--- src/rtl/line_buffer_5x5_if.sv ---
// Pixel stream in, five vertically aligned taps out, between the line buffer
// and its neighbours. The slave side is the line buffer itself.
interface line_buffer_5x5_if #(
  parameter int DATA_W = 8
);
  logic              done_i;
  logic [DATA_W-1:0] data_i;
  logic [DATA_W-1:0] S1_o;
  logic [DATA_W-1:0] S2_o;
  logic [DATA_W-1:0] S3_o;
  logic [DATA_W-1:0] S4_o;
  logic [DATA_W-1:0] S5_o;
  logic              done_o;
  logic              frame_done_o;

  modport master (
    output done_i, data_i,
    input  S1_o, S2_o, S3_o, S4_o, S5_o, done_o, frame_done_o
  );

  modport slave (
    input  done_i, data_i,
    output S1_o, S2_o, S3_o, S4_o, S5_o, done_o, frame_done_o
  );
endinterface

--- src/rtl/line_buffer_5x5.sv ---
// Four-row line buffer feeding a 5x5 window. Every accepted raster pixel is
// emitted together with the four pixels directly above it (oldest row on S1).
// The row memories form a vertical shift chain indexed by the column pointer,
// so each column slot ages by one row per accepted pixel in that column.
module line_buffer_5x5 #(
  parameter int COLS   = 7,
  parameter int ROWS   = 7,
  parameter int DATA_W = 8
) (
  input logic               clk,
  input logic               rst,
  line_buffer_5x5_if.slave  bus
);

  localparam int CW = (COLS > 2) ? $clog2(COLS) : 1;
  localparam int RW = (ROWS > 2) ? $clog2(ROWS) : 1;

  // Row memories: index 0 is the most recent row, 3 the oldest.
  logic [DATA_W-1:0] mem_q [4][COLS];
  logic [DATA_W-1:0] mem_d [4][COLS];

  // Tap registers: index 0 drives S1 (oldest), index 4 drives S5 (current).
  logic [DATA_W-1:0] taps_p1_q [5];
  logic [DATA_W-1:0] taps_p1_d [5];

  logic          vld_p1_q, vld_p1_d;
  logic          frame_done_p1_q, frame_done_p1_d;
  logic [CW-1:0] col_q, col_d;
  logic [RW-1:0] row_q, row_d;

  logic col_last;
  logic row_last;

  assign col_last = (col_q == CW'(COLS - 1));
  assign row_last = (row_q == RW'(ROWS - 1));

  // Next-state: read-before-write shift of the addressed column, tap capture,
  // valid/frame-end qualification and raster position advance.
  always_comb begin
    mem_d           = mem_q;
    taps_p1_d       = taps_p1_q;
    col_d           = col_q;
    row_d           = row_q;
    vld_p1_d        = 1'b0;
    frame_done_p1_d = 1'b0;
    if (bus.done_i) begin
      taps_p1_d[4] = bus.data_i;
      taps_p1_d[3] = mem_q[0][col_q];
      taps_p1_d[2] = mem_q[1][col_q];
      taps_p1_d[1] = mem_q[2][col_q];
      taps_p1_d[0] = mem_q[3][col_q];

      mem_d[0][col_q] = bus.data_i;
      mem_d[1][col_q] = mem_q[0][col_q];
      mem_d[2][col_q] = mem_q[1][col_q];
      mem_d[3][col_q] = mem_q[2][col_q];

      // Rows 0..3 only prime the memories; their taps hold stale data.
      vld_p1_d        = (row_q >= RW'(4));
      frame_done_p1_d = col_last && row_last;

      if (col_last) begin
        col_d = '0;
        row_d = row_last ? '0 : row_q + RW'(1);
      end else begin
        col_d = col_q + CW'(1);
      end
    end
  end

  // ---- stage p0 -> p1 boundary ----
  // State and output registers; reset clears everything including the memories.
  always_ff @(posedge clk or posedge rst) begin
    if (rst) begin
      for (int l = 0; l < 4; l++) begin
        for (int c = 0; c < COLS; c++) begin
          mem_q[l][c] <= '0;
        end
      end
      for (int t = 0; t < 5; t++) begin
        taps_p1_q[t] <= '0;
      end
      vld_p1_q        <= 1'b0;
      frame_done_p1_q <= 1'b0;
      col_q           <= '0;
      row_q           <= '0;
    end else begin
      mem_q           <= mem_d;
      taps_p1_q       <= taps_p1_d;
      vld_p1_q        <= vld_p1_d;
      frame_done_p1_q <= frame_done_p1_d;
      col_q           <= col_d;
      row_q           <= row_d;
    end
  end

  assign bus.S1_o         = taps_p1_q[0];
  assign bus.S2_o         = taps_p1_q[1];
  assign bus.S3_o         = taps_p1_q[2];
  assign bus.S4_o         = taps_p1_q[3];
  assign bus.S5_o         = taps_p1_q[4];
  assign bus.done_o       = vld_p1_q;
  assign bus.frame_done_o = frame_done_p1_q;

endmodule

--- src/flat_wrapper.sv ---
// flat-port wrapper written by rule: the top's interface ports become plain ports
module line_buffer_5x5_flat 
#(
  parameter int COLS   = 7,
  parameter int ROWS   = 7,
  parameter int DATA_W = 8
)
  (clk, rst, bus_done_i, bus_data_i, bus_S1_o, bus_S2_o, bus_S3_o, bus_S4_o, bus_S5_o, bus_done_o, bus_frame_done_o);
  line_buffer_5x5_if #(.DATA_W(DATA_W)) bus_i ();
  input logic clk;
  input logic rst;
  input wire logic [$bits(bus_i.done_i)-1:0] bus_done_i;
  input wire logic [$bits(bus_i.data_i)-1:0] bus_data_i;
  output wire logic [$bits(bus_i.S1_o)-1:0] bus_S1_o;
  output wire logic [$bits(bus_i.S2_o)-1:0] bus_S2_o;
  output wire logic [$bits(bus_i.S3_o)-1:0] bus_S3_o;
  output wire logic [$bits(bus_i.S4_o)-1:0] bus_S4_o;
  output wire logic [$bits(bus_i.S5_o)-1:0] bus_S5_o;
  output wire logic [$bits(bus_i.done_o)-1:0] bus_done_o;
  output wire logic [$bits(bus_i.frame_done_o)-1:0] bus_frame_done_o;
  assign bus_i.done_i = bus_done_i;
  assign bus_i.data_i = bus_data_i;
  assign bus_S1_o = bus_i.S1_o;
  assign bus_S2_o = bus_i.S2_o;
  assign bus_S3_o = bus_i.S3_o;
  assign bus_S4_o = bus_i.S4_o;
  assign bus_S5_o = bus_i.S5_o;
  assign bus_done_o = bus_i.done_o;
  assign bus_frame_done_o = bus_i.frame_done_o;
  line_buffer_5x5 #(.COLS(COLS), .ROWS(ROWS), .DATA_W(DATA_W)) u_core (.clk(clk), .rst(rst), .bus(bus_i));
endmodule
--- config.mk ---
export PLATFORM = sky130hd
export DESIGN_NAME = line_buffer_5x5_flat
export DESIGN_NICKNAME = d
export VERILOG_FILES = /design/src/rtl/line_buffer_5x5_if.sv /design/src/rtl/line_buffer_5x5.sv /design/src/flat_wrapper.sv
export SDC_FILE = /design/constraint.sdc
export NUM_CORES = 1
export LEC_CHECK = 0
export CELL_PAD_IN_SITES_DETAIL_PLACEMENT = 0
export CELL_PAD_IN_SITES_GLOBAL_PLACEMENT = 1
export CORE_AREA = 3 3 203 156
export CTS_CLUSTER_DIAMETER = 80
export CTS_CLUSTER_SIZE = 12
export DETAILED_ROUTE_END_ITERATION = 6
export DIE_AREA = 0 0 206 159
export GPL_TIMING_DRIVEN = 0
export PLACE_DENSITY = 0.67
export SYNTH_ARGS = -nofsm -noshare
export SYNTH_HDL_FRONTEND = slang
export SYNTH_SLANG_ARGS = --single-unit
--- constraint.sdc ---
create_clock -name clk -period 10.73 [get_ports clk]
set_clock_uncertainty 0.05 [all_clocks]
set_input_delay 2.6825 -clock clk [delete_from_list [all_inputs] [get_ports clk]]
set_output_delay 2.6825 -clock clk [all_outputs]
set_load 0.02 [all_outputs]
==> metrics.log <==
[metrics] buffering stage count on the worst path with inverters included: 1
[metrics] portion of the post-synthesis area used by sequential elements: 57.4%
[metrics] Syn. warnings: 0
[metrics] combinational fraction of design power: a little under two fifths
[metrics] destination of the worst hold path: u_core.mem_q[106]
[metrics] first element of the critical path: u_core.bus.S3_o[6]
[metrics] quantity of I/O buffers inserted on ports: 52
[metrics] clock network fraction of total power: 22.0%
[metrics] RSZ-0062 raised after global routing: no
[metrics] final weighted congestion in routability-driven placement: between 0.8 and 0.9
[metrics] commonest register cell after synthesis: sky130_fd_sc_hd__dfrtp_1
[metrics] initial antenna violation count: 2
[metrics] RR Endpoint: u_core.mem_q[37]
[metrics] post-synthesis sequential element count: roughly 270
[metrics] first-pass GRT wire length: approximately 60,000 µm
[metrics] Critical Path Slowest Stage Cell: sky130_fd_sc_hd__clkdlybuf4s50_1
[metrics] Overflow after GRT: 0
[metrics] number of max-slew violations in the final report: 0
[metrics] vias in the first global route: approximately 9,000
[metrics] sequential power share: around 41%
[metrics] Worst Path Class, Setup: reg2out
[metrics] Clock Sink Count: ~270
[metrics] final period utilization: between 40% and 50%
[metrics] overall die area: 32,800 µm²
[metrics] IR Drop Worst-Case VDD: 0.137 mV
[metrics] commonest cells after routing, fill and taps aside: sky130_fd_sc_hd__nand2_1, sky130_fd_sc_hd__dfrtp_1, sky130_fd_sc_hd__o21ai_0
[metrics] count of standard-cell rows: between 50 and 60
[metrics] startpoint of the tightest hold check path: u_core.mem_q[106]
[metrics] CTS tree: built
[metrics] total power: roughly 3800 µW
[metrics] proportion of register bits with asynchronous set or reset after synthesis: 100%
[metrics] worst reg2reg setup slack: between 8 and 9 ns
[metrics] EDFF count, synth: 0
[metrics] net switching power figure: 1460 µW
[metrics] total routing usage reported by global routing: around 25%
[metrics] # IOs: 53
[metrics] final antenna diode count: 0
[metrics] Core Footprint: 29,900 µm²
[metrics] static leakage: around 0.0060 µW
[metrics] vias per inst: 5.53
[metrics] Hold Crit Class: reg2reg
[metrics] Die Span Y: roughly 160 µm
[metrics] detailed placer's ending HPWL: about 28,000 µm
[metrics] clock period minus final worst setup slack: between 4 and 5 ns
[metrics] initial standard-cell utilization of the core: about two fifths
[metrics] pre-CTS setup slack: a little under 6 ns
[metrics] cell breakdown of the critical path: clkdlybuf4s50_1
[metrics] pin count of the biggest net entering global routing: ~110
[metrics] Final nets: about 1,200
[metrics] tightest hold margin: approximately 0.42 ns
[metrics] actual transition at the worst max-transition pin: 0.922 ns
[metrics] most common cell after layout, fill and taps aside: sky130_fd_sc_hd__nand2_1
[metrics] Max-slew headroom: 38.3%
[metrics] Largest delay share family, worst path: buffers and inverters
[metrics] net count of the mapped netlist: roughly 1,100
[metrics] clock latency on the worst-skew pair: between 0.5 and 0.6 ns
[metrics] Data required, critical path: roughly 8 ns
[metrics] clock root buffer master: sky130_fd_sc_hd__clkbuf_16
[metrics] critical path startpoint category: flip-flop
[metrics] Cell variety after synth: 45
[metrics] power per cell area: about 280 nW/µm²
[metrics] remaining antenna violation count: 0
[metrics] Worst Setup Slack, final: ~6.3 ns
[metrics] syn avg cell area: about 11 µm²
[metrics] cells resized by post-CTS repair: 0
[metrics] detail-routed net length per standard cell: 24.9 µm
[metrics] fill cell total of the finished layout: just under 3,000
[metrics] total iterations of the first detailed-routing run: 5
[metrics] nature of the critical path endpoint: output pin
[metrics] Cell Area, Synth: roughly 12,000 µm²
[metrics] Area growth syn-to-layout: 15.1%
[metrics] clock slew at reported path FFs: approximately 0.060 ns
[metrics] highest fanout seen on the critical path: 2
[metrics] number of H-tree branching levels: 1
[metrics] Die X-Extent: between 200 and 250 µm
[metrics] number of DRC markers after the initial detailed-route iteration: between 600 and 700
[metrics] Final Hold Vio Count: 0
[metrics] final core utilization: between 40% and 50%
[metrics] number of violations of the max-capacitance limit: 0
[metrics] Pint: approximately 2400 µW
[metrics] total vias in the final route: just under 9,000
[metrics] setup violators final: 0
[metrics] cells after synthesis: around 1,100
[metrics] outcome: finished clean
[metrics] Switching Fraction: 38.2%
[metrics] post-detailed-routing wire length: 40,100 µm
[metrics] highest achievable clock rate: around 0.23 GHz
[metrics] count of hold buffers inserted by post-cts repair: 0
[metrics] Crit Reg-Reg Startpoint: u_core.col_q[2]
[metrics] TritonCTS Buffers: 26
[metrics] Post CTS Setup Buffer Count: 0
[metrics] share of final-layout standard cells stronger than drive strength 1: between 10% and 20%
[metrics] Hold Crit Depth: 2
[metrics] crit path DAT: 1.68 ns
[metrics] path depth of the worst reg2reg path: 5
[metrics] post-route DRC violation count: 0
[metrics] Clock Tree Buf Depth: 3
[metrics] longest individual stage delay on the worst path: between 0.6 and 0.7 ns
-- flip-flops by register name (all words and copies together), names as in the netlist --
name and count:
u_core.bus.S1_o 8, u_core.bus.S2_o 8, u_core.bus.S3_o 8, u_core.bus.S4_o 8
u_core.bus.S5_o 8, u_core.bus.done_o 1, u_core.bus.frame_done_o 1, u_core.col_q 3
u_core.mem_q 224, u_core.row_q 3
-- synth_stat cells, types with 2 or more instances --
| master | instances | share of area (%) |
|---|---|---|
| sky130_fd_sc_hd__dfrtp_1 | 272 | 57 |
| sky130_fd_sc_hd__nand2_1 | 279 | 8.8 |
| sky130_fd_sc_hd__o2bb2ai_1 | 4 | 0.30 |
| sky130_fd_sc_hd__clkbuf_1 | 38 | 1.2 |
| sky130_fd_sc_hd__a22oi_1 | 15 | 0.95 |
| sky130_fd_sc_hd__o221ai_1 | 2 | 0.15 |
| sky130_fd_sc_hd__mux2_2 | 66 | 6.3 |
| sky130_fd_sc_hd__o22ai_1 | 3 | 0.16 |
| sky130_fd_sc_hd__or2_1 | 6 | 0.32 |
| sky130_fd_sc_hd__a211o_1 | 8 | 0.59 |
| sky130_fd_sc_hd__nand3_1 | 6 | 0.25 |
| sky130_fd_sc_hd__buf_1 | 2 | 0.063 |
| sky130_fd_sc_hd__a22o_1 | 8 | 0.59 |
| sky130_fd_sc_hd__nor2b_4 | 3 | 0.35 |
| sky130_fd_sc_hd__a32oi_1 | 8 | 0.59 |
| sky130_fd_sc_hd__buf_6 | 18 | 1.7 |
| sky130_fd_sc_hd__nor2_2 | 2 | 0.11 |
| sky130_fd_sc_hd__mux2_4 | 2 | 0.25 |
| sky130_fd_sc_hd__nand3b_1 | 8 | 0.51 |
| sky130_fd_sc_hd__nand2b_1 | 4 | 0.21 |
| sky130_fd_sc_hd__a31oi_1 | 19 | 1.0 |
| sky130_fd_sc_hd__nor2_1 | 37 | 1.2 |
| sky130_fd_sc_hd__o21a_1 | 6 | 0.38 |
| sky130_fd_sc_hd__o22a_1 | 15 | 1.1 |
| sky130_fd_sc_hd__and2_1 | 11 | 0.58 |
| sky130_fd_sc_hd__a41oi_1 | 7 | 0.52 |
| sky130_fd_sc_hd__buf_2 | 19 | 0.80 |
| sky130_fd_sc_hd__mux2i_1 | 51 | 4.3 |
| sky130_fd_sc_hd__buf_4 | 8 | 0.51 |
| sky130_fd_sc_hd__inv_1 | 2 | 0.063 |
| sky130_fd_sc_hd__o21ai_1 | 3 | 0.13 |
| sky130_fd_sc_hd__o21ai_0 | 171 | 7.2 |
| sky130_fd_sc_hd__a21oi_1 | 14 | 0.59 |
-- metrics by stage --
stage               std cells  setup TNS [ns]  instance area (µm²)
floorplan                1129               0                11900
global placement         1580         -923.18                12900
detailed placement       1582               0                12900
CTS                      1610               0                13700
global route             1610               0                13700
finish                   1610               0                13700
-- kinds of logic (layout without fill, tap and decap cells) --
family	count (synthesis)	in the layout	share of synthesized area, %
AOI/OAI and AO/OA	286	286	14.5
buffers and inverters	87	169	4.34
and+or+nand+nor	364	364	12.9
muxes	120	120	10.9
DFF	272	272	57.4
-- power by group through the flow --
stage / registers [µW] / logic, µW / clock network [µW]
final: 1580 / 1410 / 843
after global routing: 1620 / 1520 / 900
after CTS: 1580 / 1410 / 861
after detailed placement: 1590 / 1410 / 0
after global placement: 1590 / 1380 / 0
after floorplan: 1590 / 835 / 0
-- cell type report --
| type | count | area (µm²) | share of cell area, % |
|---|---|---|---|
| inverter | 2 | 15.0 | 0.110 |
| buffer | 85 | 508 | 3.72 |
| multi-input combinational | 770 | 4550 | 33.3 |
| tap | 399 | 499 | 3.66 |
| timing repair buffer | 54 | 576 | 4.21 |
| clock inverter | 1 | 30.0 | 0.220 |
| sequential | 272 | 6810 | 49.8 |
| clock buffer | 27 | 676 | 4.95 |
-- per-layer routing --
| metal | up-vias | global-route usage (%) | wire length (µm) |
|---|---|---|---|
| met2 | 257 | 35.8 | 17000 |
| met3 | 57 | 4.76 | 2600 |
| met1 | 4548 | 38.6 | 19600 |
| met5 | - | 0 | 13 |
| met4 | 2 | 5.15 | 845 |
| li1 | 4046 | - | - |
-- how the worst max path moves through the flow --
| stage | cells after the start | endpoint |
|---|---|---|
| final | 1 | bus_S3_o[6] |
| after global routing | 6 | u_core.mem_q[158] |
| after detailed placement | 5 | u_core.bus.S3_o[5] |
| after global placement | 2 | u_core.mem_q[38] |
| after CTS | 1 | bus_S2_o[7] |
| after floorplan | 1 | u_core.bus.S1_o[0] |
Power figures use the tool's default switching activity.
==> variant 1: new RTL, config.mk and constraints unchanged <==
`COLS` is set to 7 in 2 places; all go to 8.
--- a/src/rtl/line_buffer_5x5.sv
+++ b/src/rtl/line_buffer_5x5.sv
@@ -3,7 +3,7 @@
 // The row memories form a vertical shift chain indexed by the column pointer,
 // so each column slot ages by one row per accepted pixel in that column.
 module line_buffer_5x5 #(
-  parameter int COLS   = 7,
+  parameter int COLS   = 8,
   parameter int ROWS   = 7,
   parameter int DATA_W = 8
 ) (
--- a/src/flat_wrapper.sv
+++ b/src/flat_wrapper.sv
@@ -1,7 +1,7 @@
 // flat-port wrapper written by rule: the top's interface ports become plain ports
 module line_buffer_5x5_flat 
 #(
-  parameter int COLS   = 7,
+  parameter int COLS   = 8,
   parameter int ROWS   = 7,
   parameter int DATA_W = 8
 )
Behaviour: same outputs for any inputs over 4 cycles, from zero or initial values and one cycle with rst high; that may be too few to reach the edited logic, so the function may still have changed.
==> variant 1 against the unedited design <==
Area after synthesis increased by 15%; total power increased by 36%; routed wire length increased by 4.6%; design area increased by 14%; worst hold slack improved by 38 ps; sequential cell count increased by 32; setup slack got worse by 300 ps; critical path depth increased by 4; register-to-register slack got worse by 80 ps.
==> variant 1: results (changes against the unedited design) <==
[metrics] FILL cells: 2705 (-7.0%)
[metrics] clock latency on the worst-skew pair: 570 ps (+30 ps)
[metrics] CP peak stage delay: 810 ps (+150 ps)
[metrics] crit-path max FO: 10 (+8)
[metrics] Internal Pwr Total: 0.003157 W (+33%)
[metrics] complex-gate fraction of the synthesized area: 14.81% (+0.29 points)
[metrics] static leakage: 6.718 nW (+12%)
[metrics] number of iterations in the first detailed-routing pass: 7 (+2)
[metrics] post-placement cell count: 1647 (+4.1%)
[metrics] worst-margin pin slew: 1044 ps (+121.9 ps)
[metrics] Post-Synthesis Net Count: 1202 (+5.4%)
[metrics] fraction of final layout cells sized beyond drive strength 1: 19.16% (+6.4 points)
[metrics] Num CTS Buffers: 29 (+12%)
[metrics] number of global-route vias before repair: 9895 (+10%)
[metrics] setup slack after placement: 5430 ps (-398.5 ps)
[metrics] post-layout net count: 1293 (+5.8%)
[metrics] flip-flop count of the largest register, all copies and words added: 256 (+14%)
[metrics] post_cts resized: 0 (unchanged)
[metrics] Total GRT Usage: 26.02% (+1.3 points)
[metrics] via count of the routed design: 10010 (+12%)
[metrics] Worst Path Arrival: 5060 ps (+3380 ps)
[metrics] outcome: finished, final reports clean
[metrics] average cell area after synthesis: 11.52 um^2 (+9.6%)
[metrics] DRT iter0 DRCs: 823 (+22%)
[metrics] area share of fa/ha/maj cells after synthesis: 0.2743% (+0.27 points)
[metrics] worst IR drop on VDD: 0.1321 mV (-3.7%)
[metrics] fraction of synthesized area in multiplexers: 15.45% (+4.5 points)
[metrics] Distinct cells, synth: 31 (-31%)
[metrics] Detail Placement HPWL: 27.98 mm (-1.3%)
[metrics] largest net degree at the start of global routing: 41 (-63%)
[metrics] cell types with the largest area share after synthesis: dfrtp_1 (56%), a31oi_1 (10%), mux2i_1 (9.4%)
-- variant 1: final cells by class --
cell class / count / area (um^2) / area share [%]
Timing Repair Buffer: 60 / 680.7 / 4.360
Clock buffer: 29 / 725.7 / 4.649
Clock inverter: 2 / 17.52 / 0.1122
Sequential cell: 304 / 7607 / 48.73
Tap cell: 399 / 499.2 / 3.198
Buffer: 135 / 863.3 / 5.530
Inverter: 2 / 11.26 / 0.07213
Multi-Input combinational cell: 747 / 5204 / 33.33
Antenna cell: 1 / 2.502 / 0.01603
-- variant 1: cells by family after synthesis --
family,after synthesis
flip-flops,304
AO/OA/AOI/OAI,293
AND/OR/NAND/NOR,249
multiplexers,202
buffers and inverters,137
adder cells (fa/ha/maj),3
-- variant 1: power groups by stage --
stage	clock, W	combinational, W	sequential, W
6_report	0.000907	0.00230	0.00202
5_1_grt	0.000972	0.00250	0.00209
4_1_cts	0.000926	0.00229	0.00202
3_5_place_dp	0	0.00229	0.00204
3_3_place_gp	0	0.00225	0.00202
2_1_floorplan	0	0.00151	0.00205
-- variant 1: worst paths after layout --
path | cells after the start | slack (ps) | end | start
setup / recovery | 5 | 6020 | u_core.bus.S4_o[3] | bus_done_i
hold / removal | 1 | 460 | u_core.mem_q[219] | u_core.mem_q[219]
setup reg to reg | 5 | 8290 | u_core.bus.S2_o[5] | u_core.col_q[2]
hold reg to reg | 1 | 460 | u_core.mem_q[219] | u_core.mem_q[219]
max in group asynchronous | 6 | 6680 | u_core.mem_q[96] | rst
min in group asynchronous | 2 | 2560 | u_core.bus.frame_done_o | rst
-- variant 1: routing by layer --
| metal | routed length [um] | global-route usage (%) |
|---|---|---|
| met1 | 20470 | 42.06 |
| met2 | 17800 | 36.92 |
| met3 | 2845 | 4.578 |
| met4 | 783 | 4.625 |
| met5 | 0 | 0 |
==> variant 2: new RTL, same settings <==
Made on the original files. Reset style: synchronous (`rst`), changed in one clocked block.
--- a/src/rtl/line_buffer_5x5.sv
+++ b/src/rtl/line_buffer_5x5.sv
@@ -70,7 +70,7 @@
 
   // ---- stage p0 -> p1 boundary ----
   // State and output registers; reset clears everything including the memories.
-  always_ff @(posedge clk or posedge rst) begin
+  always_ff @(posedge clk) begin
     if (rst) begin
       for (int l = 0; l < 4; l++) begin
         for (int c = 0; c < COLS; c++) begin
Formal check against the unedited RTL: differs if rst is asserted again (counterexample within 4 cycles, from zero or initial values and one cycle with rst high); with rst held inactive, the same outputs for 4 cycles.
==> variant 2 against the unedited design <==
Design area is 4.6% lower; sequential share of layout area is 8.1 points lower; final cell count is 4.0% higher; area after synthesis is 4.0% lower; sequential cell count stayed put; largest cell class unchanged; setup slack worse by 220 ps; routed wire length is 3.5% lower; critical path depth is 6 higher.
Power is not compared: it rests on default switching activity, and its combinational part moved more than twofold at a synthesized area within 25%.
==> variant 2: results (changes against the unedited design) <==
[metrics] Detail Placement HPWL: 26.81 mm (-5.4%)
[metrics] DRT iter0 DRCs: 703 (+4.1%)
[metrics] sequential-to-total area share from yosys stat: 47.77% (-9.6 points)
[metrics] via count of the routed design: 9271 (+4.1%)
[metrics] # port buffers: 43 (-17%)
[metrics] CP peak stage delay: 560 ps (-100 ps)
[metrics] number of global-route vias before repair: 8830 (-1.4%)
[metrics] cell chosen for the clock root: clkbuf_16
[metrics] initial antenna violation count: 0 (-2)
[metrics] Distinct cells, synth: 42 (-6.7%)
[metrics] crit path from: bus_done_i
[metrics] outcome: finished, final reports clean
[metrics] Final Wtd Congestion: 0.8163 (-2.8%)
[metrics] Worst Hold Launch: u_core.mem_q[180]
[metrics] post-layout net count: 1287 (+5.3%)
[metrics] worst flop-to-flop path startpoint: u_core.col_q[2]
[metrics] area post-placement: 12330 um^2 (-4.8%)
[metrics] global-route wire length before repair: 58.39 mm (-2.9%)
[metrics] crit-path max FO: 10 (+8)
[metrics] Detailed Route WL: 38.65 mm (-3.5%)
[metrics] post-synthesis async set-or-reset flop share: 0% (-100 points)
[metrics] number of H-tree branching levels: 1 (unchanged)
[metrics] most common library cells after synthesis: dfxtp_1 (272), nor2_1 (210), a211oi_1 (178)
[metrics] number of iterations in the first detailed-routing pass: 5 (unchanged)
[metrics] worst-margin pin slew: 803.1 ps (-119.1 ps)
[metrics] worst IR drop on VDD: 0.1257 mV
==> variant 2: cell count changes after synthesis, moves of 21 or more <==
cell	before	now
dfrtp_1	272	0
dfxtp_1	0	272
a211oi_1	1	178
nor2_1	37	210
o21ai_0	171	7
nand2_1	279	142
a21oi_1	14	80
mux2_2	66	27
mux2i_1	51	78
buf_2	19	40
o22ai_1	3	24
==> variant 2: layout make-up <==
class / instances / area (um^2)
Timing Repair Buffer: 43 / 430.4
Clock inverter: 1 / 30.03
Clock buffer: 27 / 675.6
Tap cell: 399 / 499.2
Multi-Input combinational cell: 815 / 5231
Buffer: 118 / 721.9
Sequential cell: 272 / 5445
Fill cell: 2979 / 16830
==> variant 2: report_power, final <==
part	internal (W)	total (W)	switching, W
clock	0.000464	0.000847	0.000382
combinational	0.0000969	0.000273	0.000176
sequential	0.00104	0.00106	0.0000182
==> variant 2: kinds of logic (layout without fill, tap and decap cells) <==
logic type	count (synthesis)	after routing	share of synthesized area, %
mux	105	105	9.517
simple gates	377	377	13.12
compound gates	333	333	23.26
buf+inv	118	189	6.334
flops	272	272	47.77
==> variant 2: worst paths after layout <==
path,cells after the start,slack [ps],to
min reg2reg,2,400,u_core.mem_q[180]
max reg2reg,7,8250,u_core.bus.S1_o[1]
max,7,6090,u_core.mem_q[64]
min,2,400,u_core.mem_q[180]
==> variant 2: critical path: cells and delay by family <==
kind | cells | cell delay [ps]
buffers and inverters | 4 | 1780
AND/OR/NAND/NOR | 2 | 330
AO/OA/AOI/OAI | 1 | 170
==> variant 2: per-layer routing <==
layer  GRT usage (%)  vias to the layer above  wire length, um
met4           5.890                        0             1020
met5               0                        -                0
met2           33.30                      295            16050
li1                -                     4416                -
met3           3.556                       64             2244
met1           36.45                     4496            19340
==> variant 2: through the flow <==
| step | hold slack [ps] | cells | utilization, % | total power, W | worst slack, ps |
|---|---|---|---|---|---|
| after floorplan | 382.9 | 1205 | - | 0.001257 | 6854 |
| after global placement | 388.6 | 1647 | 41.28 | 0.001355 | 5588 |
| after detailed placement | 394.9 | 1647 | 41.28 | 0.001356 | 5587 |
| after CTS | 403.9 | 1675 | 43.64 | 0.002190 | 6128 |
| after global routing | 420.1 | 1675 | 43.64 | 0.002250 | 5960 |
| final | 404.0 | 1675 | 43.64 | 0.002182 | 6090 |
